## src/rtl/pc_fetch_ctrl.sv

```systemverilog
// PC-load and instruction-fetch handshake controller with a one-entry redirect queue.
// Define PC_ALIGN_CHECK_EN to build the registered misaligned-fetch flag (adel_f).
module pc_fetch_ctrl (
  input  logic        clk,
  input  logic        rst,
  input  logic        stall,
  input  logic        exc_req,
  input  logic [31:0] exc_target,
  input  logic        eret_req,
  input  logic [31:0] eret_target,
  input  logic        br_req,
  input  logic [31:0] br_target,
  input  logic [31:0] pc_cur,
  output logic        inst_req,
  input  logic        inst_addr_ok,
  input  logic        inst_data_ok,
  output logic        pc_en,
  output logic [31:0] pcnext,
  output logic        redir_taken,
  output logic [1:0]  redir_src,
  output logic        adel_f
);

  localparam int unsigned ADDR_W = 32;
  localparam int unsigned SRC_W  = 2;

  // Source codes double as priorities: a numerically larger code wins.
  localparam logic [SRC_W-1:0] SRC_NONE = 2'd0;
  localparam logic [SRC_W-1:0] SRC_BR   = 2'd1;
  localparam logic [SRC_W-1:0] SRC_ERET = 2'd2;
  localparam logic [SRC_W-1:0] SRC_EXC  = 2'd3;

  localparam logic [ADDR_W-1:0] PC_STEP = 32'd4;

  typedef enum logic [1:0] {
    BOOT = 2'd0,
    REQ  = 2'd1,
    WAIT = 2'd2,
    HOLD = 2'd3
  } state_t;

  typedef struct packed {
    logic              valid;
    logic [SRC_W-1:0]  src;
    logic [ADDR_W-1:0] target;
  } redir_t;

  state_t            state;
  state_t            state_nxt;
  redir_t            pend;
  redir_t            pend_nxt;
  redir_t            incoming;
  redir_t            winner;
  logic              inc_wins;
  logic              exc_seen;
  logic              fire;
  logic              inst_req_nxt;
  logic              pc_en_nxt;
  logic              redir_taken_nxt;
  logic [SRC_W-1:0]  redir_src_nxt;
  logic [ADDR_W-1:0] pcnext_nxt;

  // Fixed-priority pick among the redirect requests presented this cycle
  always_comb begin
    incoming = '0;
    if (exc_req) begin
      incoming.valid  = 1'b1;
      incoming.src    = SRC_EXC;
      incoming.target = exc_target;
    end else if (eret_req) begin
      incoming.valid  = 1'b1;
      incoming.src    = SRC_ERET;
      incoming.target = eret_target;
    end else if (br_req) begin
      incoming.valid  = 1'b1;
      incoming.src    = SRC_BR;
      incoming.target = br_target;
    end
  end

  // Ties go to the already-pending entry
  assign inc_wins = incoming.valid && (!pend.valid || (incoming.src > pend.src));
  assign winner   = inc_wins ? incoming : pend;
  assign exc_seen = exc_req || (pend.valid && (pend.src == SRC_EXC));

  always_ff @(posedge clk) begin
    if (rst) begin
      state       <= BOOT;
      pend        <= '0;
      inst_req    <= 1'b0;
      pc_en       <= 1'b0;
      pcnext      <= '0;
      redir_taken <= 1'b0;
      redir_src   <= SRC_NONE;
    end else begin
      state       <= state_nxt;
      pend        <= pend_nxt;
      inst_req    <= inst_req_nxt;
      pc_en       <= pc_en_nxt;
      pcnext      <= pcnext_nxt;
      redir_taken <= redir_taken_nxt;
      redir_src   <= redir_src_nxt;
    end
  end

  always_comb begin
    state_nxt       = state;
    fire            = 1'b0;
    pend_nxt        = pend;
    inst_req_nxt    = 1'b0;
    pc_en_nxt       = 1'b0;
    pcnext_nxt      = pcnext;
    redir_taken_nxt = 1'b0;
    redir_src_nxt   = SRC_NONE;

    case (state)
      BOOT: state_nxt = REQ;
      REQ: begin
        if (inst_addr_ok) state_nxt = WAIT;
      end
      WAIT: begin
        // The outstanding fetch always completes; redirects only wait in the queue
        if (inst_data_ok) begin
          if (!stall || exc_seen) begin
            fire      = 1'b1;
            state_nxt = REQ;
          end else begin
            state_nxt = HOLD;
          end
        end
      end
      HOLD: begin
        if (!stall || exc_seen) begin
          fire      = 1'b1;
          state_nxt = REQ;
        end
      end
      default: state_nxt = BOOT;
    endcase

    if (fire) begin
      pend_nxt  = '0;
      pc_en_nxt = 1'b1;
      if (winner.valid) begin
        pcnext_nxt      = winner.target;
        redir_taken_nxt = 1'b1;
        redir_src_nxt   = winner.src;
      end else begin
        pcnext_nxt = pc_cur + PC_STEP;
      end
    end else if ((state != BOOT) && inc_wins) begin
      pend_nxt = incoming;
    end

    inst_req_nxt = (state_nxt == REQ);
  end

`ifdef PC_ALIGN_CHECK_EN
  // Flag follows the alignment of the most recently loaded PC
  always_ff @(posedge clk) begin
    if (rst) begin
      adel_f <= 1'b0;
    end else if (fire) begin
      adel_f <= (pcnext_nxt[1:0] != 2'b00);
    end
  end
`else
  assign adel_f = 1'b0;
`endif

endmodule

```

## config.mk

```make
export PLATFORM = sky130hd
export DESIGN_NAME = pc_fetch_ctrl
export DESIGN_NICKNAME = d
export VERILOG_FILES = /design/src/rtl/pc_fetch_ctrl.sv
export SDC_FILE = /design/constraint.sdc
export NUM_CORES = 1
export LEC_CHECK = 0
export BUFFER_PORTS_ARGS = -buffer_cell sky130_fd_sc_hd__buf_2
export CORE_MARGIN = 3
export CORE_UTILIZATION = 40
export DETAILED_ROUTE_END_ITERATION = 8
export PLACE_DENSITY = 0.68
export SETUP_SLACK_MARGIN = 0.02
export SLEW_MARGIN = 20
export SYNTH_ARGS = -nofsm -noshare
export SYNTH_HDL_FRONTEND = slang
export SYNTH_SLANG_ARGS = --single-unit
```

## constraint.sdc

```tcl
create_clock -name clk -period 3.35 [get_ports clk]
set_input_delay 0.67 -clock clk [delete_from_list [all_inputs] [get_ports clk]]
set_output_delay 0.67 -clock clk [all_outputs]
set_load 0.01 [all_outputs]
```

==> summary by stage <==
Critical path
Walking the worst path, the cells encountered are buf_2, or2_2, ha_1, and3_1, a211o_1, nor2_2, buf_4, nand2_1, a21oi_1. The critical path startpoint category is an input port. The data arrival at the endpoint of the critical path is 3000 ps.

In this design, the stage delay of the slowest critical-path cell is 540 ps. The critical path in this run is classified as in2reg. The setup slack of the most critical reg-to-reg path is 900 ps. The worst setup path is captured at a flop. The category of cells accounting for the largest share of critical-path delay is simple AND/OR/NAND/NOR gates.

The data required time of the critical path is roughly 3600 ps. The largest individual stage delay along the critical path comes from the cell a211o_1. Together, buffers and inverters on the worst path number 2. Along the worst path, the maximum fanout reaches 25.

Route
The detail route stage leaves a number of antenna-violating nets equal to 0. After detailed routing, the number of remaining DRC violations is 0. After detailed routing, the number of vias per cell comes to 5.60.

After detailed routing, the average wire length per cell comes to 17.0 um. The via total after detailed routing is approximately 4.9k. The first routing iteration left 294 violations. The first detailed-routing pass took 5 iterations. For this block, the routed nets add up to ~15,000 um of wire.

Finish
The synthesis-to-finish area growth is 25.9%. In the final design database the tool counted ~870 nets. Measured on the finished design, the core utilization comes to 0.521.

The fraction of final layout cells sized beyond drive strength 1 is 0.297. The layout has approximately 1.1k filler cells. The repair_antennas step left the layout with diodes totalling 0.

Yosys
The most common cell in the synthesized netlist is nand2_1. The cell count after synthesis is 577. The Yosys step of the flow raised 0 warnings.

dfxtp_1 takes more of the synthesized area than any other cell. After synthesis, the cell types taking the most area are dfxtp_1 34%, nand2_1 12%, a21oi_1 6.2%. In this run the cell area of the synthesized design comes to around 4300 um2. The number of register bits inferred by synthesis is 74.

The number of unique standard cell types used by synthesis is 63. The sequential share of the synthesized area is 0.344. By count the netlist is led by 135 x nand2_1, 74 x dfxtp_1, 53 x a21oi_1. The share of synthesized area in the top cell type comes to 0.344.

For this run, the leading register cell type out of synthesis is dfxtp_1. The synthesized netlist net count is 716. The synthesized area per cell is 7.47 um2. Of all flip-flops after synthesis, the portion carrying an async set or reset was 0. The number of enable flip-flop cells after synthesis is 0.

Floorplan
The overall die area is around 12,000 um2. The row count is 37. The die is 110 um tall. The starting density of the core is 0.414. The core region is 10,400 um2.

The number of primary I/O pins is about 170. The die width is 110 um.

Clock tree
TritonCTS built the clock tree. After clock tree synthesis, the clock-pin slew on the worst setup and hold paths is 70 ps. The cell at the root of the clock tree is clkbuf_8. Counting along the longest clock path gives a buffer depth of 2.

The clock network latency to the later pin of the worst-skew pair is 350 ps. The number of setup buffers added after CTS is 0. The number of hold buffers added after CTS was 0. The H-tree was split into 3 levels.

The number of clock buffers inserted by TritonCTS is 9. The CTS sink count is 74. The number of gates given a new drive strength after cts is 0.

Global route
The number of global-route vias before repair is ~4.7k. The first-pass GRT wire length is around 22,000 um. The largest net degree at the start of global routing is 54. Global routing finished with a remaining overflow of 0. In the global route stage, overall resource usage came out at 0.241.

The number of antenna violations at the first check in global routing came to 0.

Run status
The run finished with clean final reports.

Power and ir drop
Summed over all nets, the switching power comes to 0.000693 W. The worst vdd rail ir drop is 0.266 mV. The cell area power density is 393 nW/um2. The combinational cell fraction of total power is 0.251. Of the total power, the share spent switching nets is 0.326.

The design internal power is 0.00144 W. The cell leakage power is 2.32 nW. The share of total power dissipated in sequential elements is 0.460. The post-layout total power is roughly 0.0021 W. Of the total power, the clock network draws 0.289.

Timing
The number of hold violations in the final report is 0. The achievable clock frequency is 0.367 GHz. Setup repair after global routing left no endpoint under its margin. The worst relative slew slack is 0.521.

The summed negative setup slack over all endpoints is 0 ps. The max-slew violation total from the final report is 0. The clock period minus final worst setup slack is 2720 ps. Dividing the final minimum period by the clock period gives 0.813. The worst-margin pin slew is a little over 700 ps. On the final layout, the worst clock skew is slightly above 9 ps.

The number of endpoints failing setup at the final stage is 0.

Min path
The path class of the tightest hold or removal check is reg2reg.

Placement
The estimated wirelength of the detail-placed design is 11,200 um. The final weighted congestion of routability-driven global placement is 0.952. The quantity of I/O buffers inserted on ports is 172.

Job
The tool flagged a number of max-cap violations equal to 0.
==> power groups by stage <==
| stage | logic (W) | registers (W) | clock network, W |
|---|---|---|---|
| detailed placement | 0.000532 | 0.000997 | 0 |
| finish | 0.000535 | 0.000978 | 0.000615 |
| CTS | 0.000534 | 0.000977 | 0.000625 |
| floorplan | 0.000313 | 0.000991 | 0 |
| global placement | 0.000517 | 0.000994 | 0 |
| global route | 0.000592 | 0.000984 | 0.000662 |
==> worst register-to-register path, cell delays in order (launching register included) <==
cell      delay, ps
dfxtp_1         610
nand3_1         120
and3_1          240
or3_1           400
inv_2           270
nand2_1         400
o221ai_1        310
==> cell usage in the layout, fill, tap and decap left out, types with 2 or more instances in the layout <==
cell,instances
nand3b_1,6
or3_1,4
nand2b_1,2
and3_1,4
nor3_1,12
nor3_2,2
nor4_1,6
a21oi_1,53
a221oi_1,6
nand4_1,9
o21ai_0,37
xnor2_1,12
o221ai_1,15
nor2b_1,3
a22oi_1,34
o31ai_1,2
o22ai_1,2
nor2_1,22
buf_2,172
clkinv_2,3
mux2i_1,4
clkbuf_8,10
clkbuf_1,3
ha_1,3
a2bb2oi_1,6
nand2_1,135
o211ai_1,7
buf_4,13
nand3_1,11
a31oi_1,2
xor2_1,9
a21o_1,5
dfxtp_1,74
o31a_1,3
or2_2,3
o311ai_0,2
inv_1,8
==> per-layer routing <==
metal	global-route usage	share of wire	up-vias
met4	0.0980	0.033	0
li1	-	-	2399
met1	0.267	0.39	2261
met5	0	0	-
met3	0.0493	0.056	35
met2	0.444	0.52	176
==> logic make-up (layout without fill, tap and decap cells) <==
| logic type | count (synthesis) | in the layout | synth area share |
|---|---|---|---|
| muxes | 5 | 5 | 0.0119 |
| and+or+nand+nor | 230 | 230 | 0.248 |
| DFF | 74 | 74 | 0.344 |
| other | 1 | 1 | 0.000870 |
| buffers and inverters | 53 | 210 | 0.0514 |
| adders and majority gates | 3 | 3 | 0.00871 |
| xor gates and xnor gates | 21 | 21 | 0.0427 |
| AOI/OAI and AO/OA | 190 | 190 | 0.292 |
==> area by class of cell <==
cell class / instances / area [um2] / share of cell area
clock buffers: 13 / 149 / 0.0275
well taps: 136 / 170 / 0.0314
multi-input cells: 450 / 2620 / 0.482
clock inverters: 3 / 15.0 / 0.00277
flip-flops and latches: 74 / 1480 / 0.273
inverters: 9 / 33.8 / 0.00623
repair buffers: 185 / 958 / 0.177
==> per-stage QoR <==
step                      worst slack, ps  hold WS [ps]  instance area [um2]  cells
after global routing                  496           473                 5420    870
after detailed placement              281           442                 5260    854
final                                 627           453                 5420    870
after CTS                             642           455                 5420    870
after floorplan                       297           431                 4310    577
after global placement                399           437                 5260    854
==> final timing paths <==
check / start / endpoint / cells after the start
setup reg to reg: pend[34]$_SDFFE_PP0P_ / pcnext[7]$_SDFFE_PP0P_ / 6
hold / removal: pend[17]$_SDFFE_PP0P_ / pend[17]$_SDFFE_PP0P_ / 2
hold reg to reg: pend[17]$_SDFFE_PP0P_ / pend[17]$_SDFFE_PP0P_ / 2
setup / recovery: exc_req / pend[5]$_SDFFE_PP0P_ / 9
==> state kept, by name, indices dropped and copies added, names as in the netlist <==
| name | flops |
|---|---|
| pend | 35 |
| pcnext | 32 |
| redir_src | 2 |
| state | 2 |
| inst_req | 1 |
| pc_en | 1 |
| redir_taken | 1 |
(Power assumes the default switching activity.)
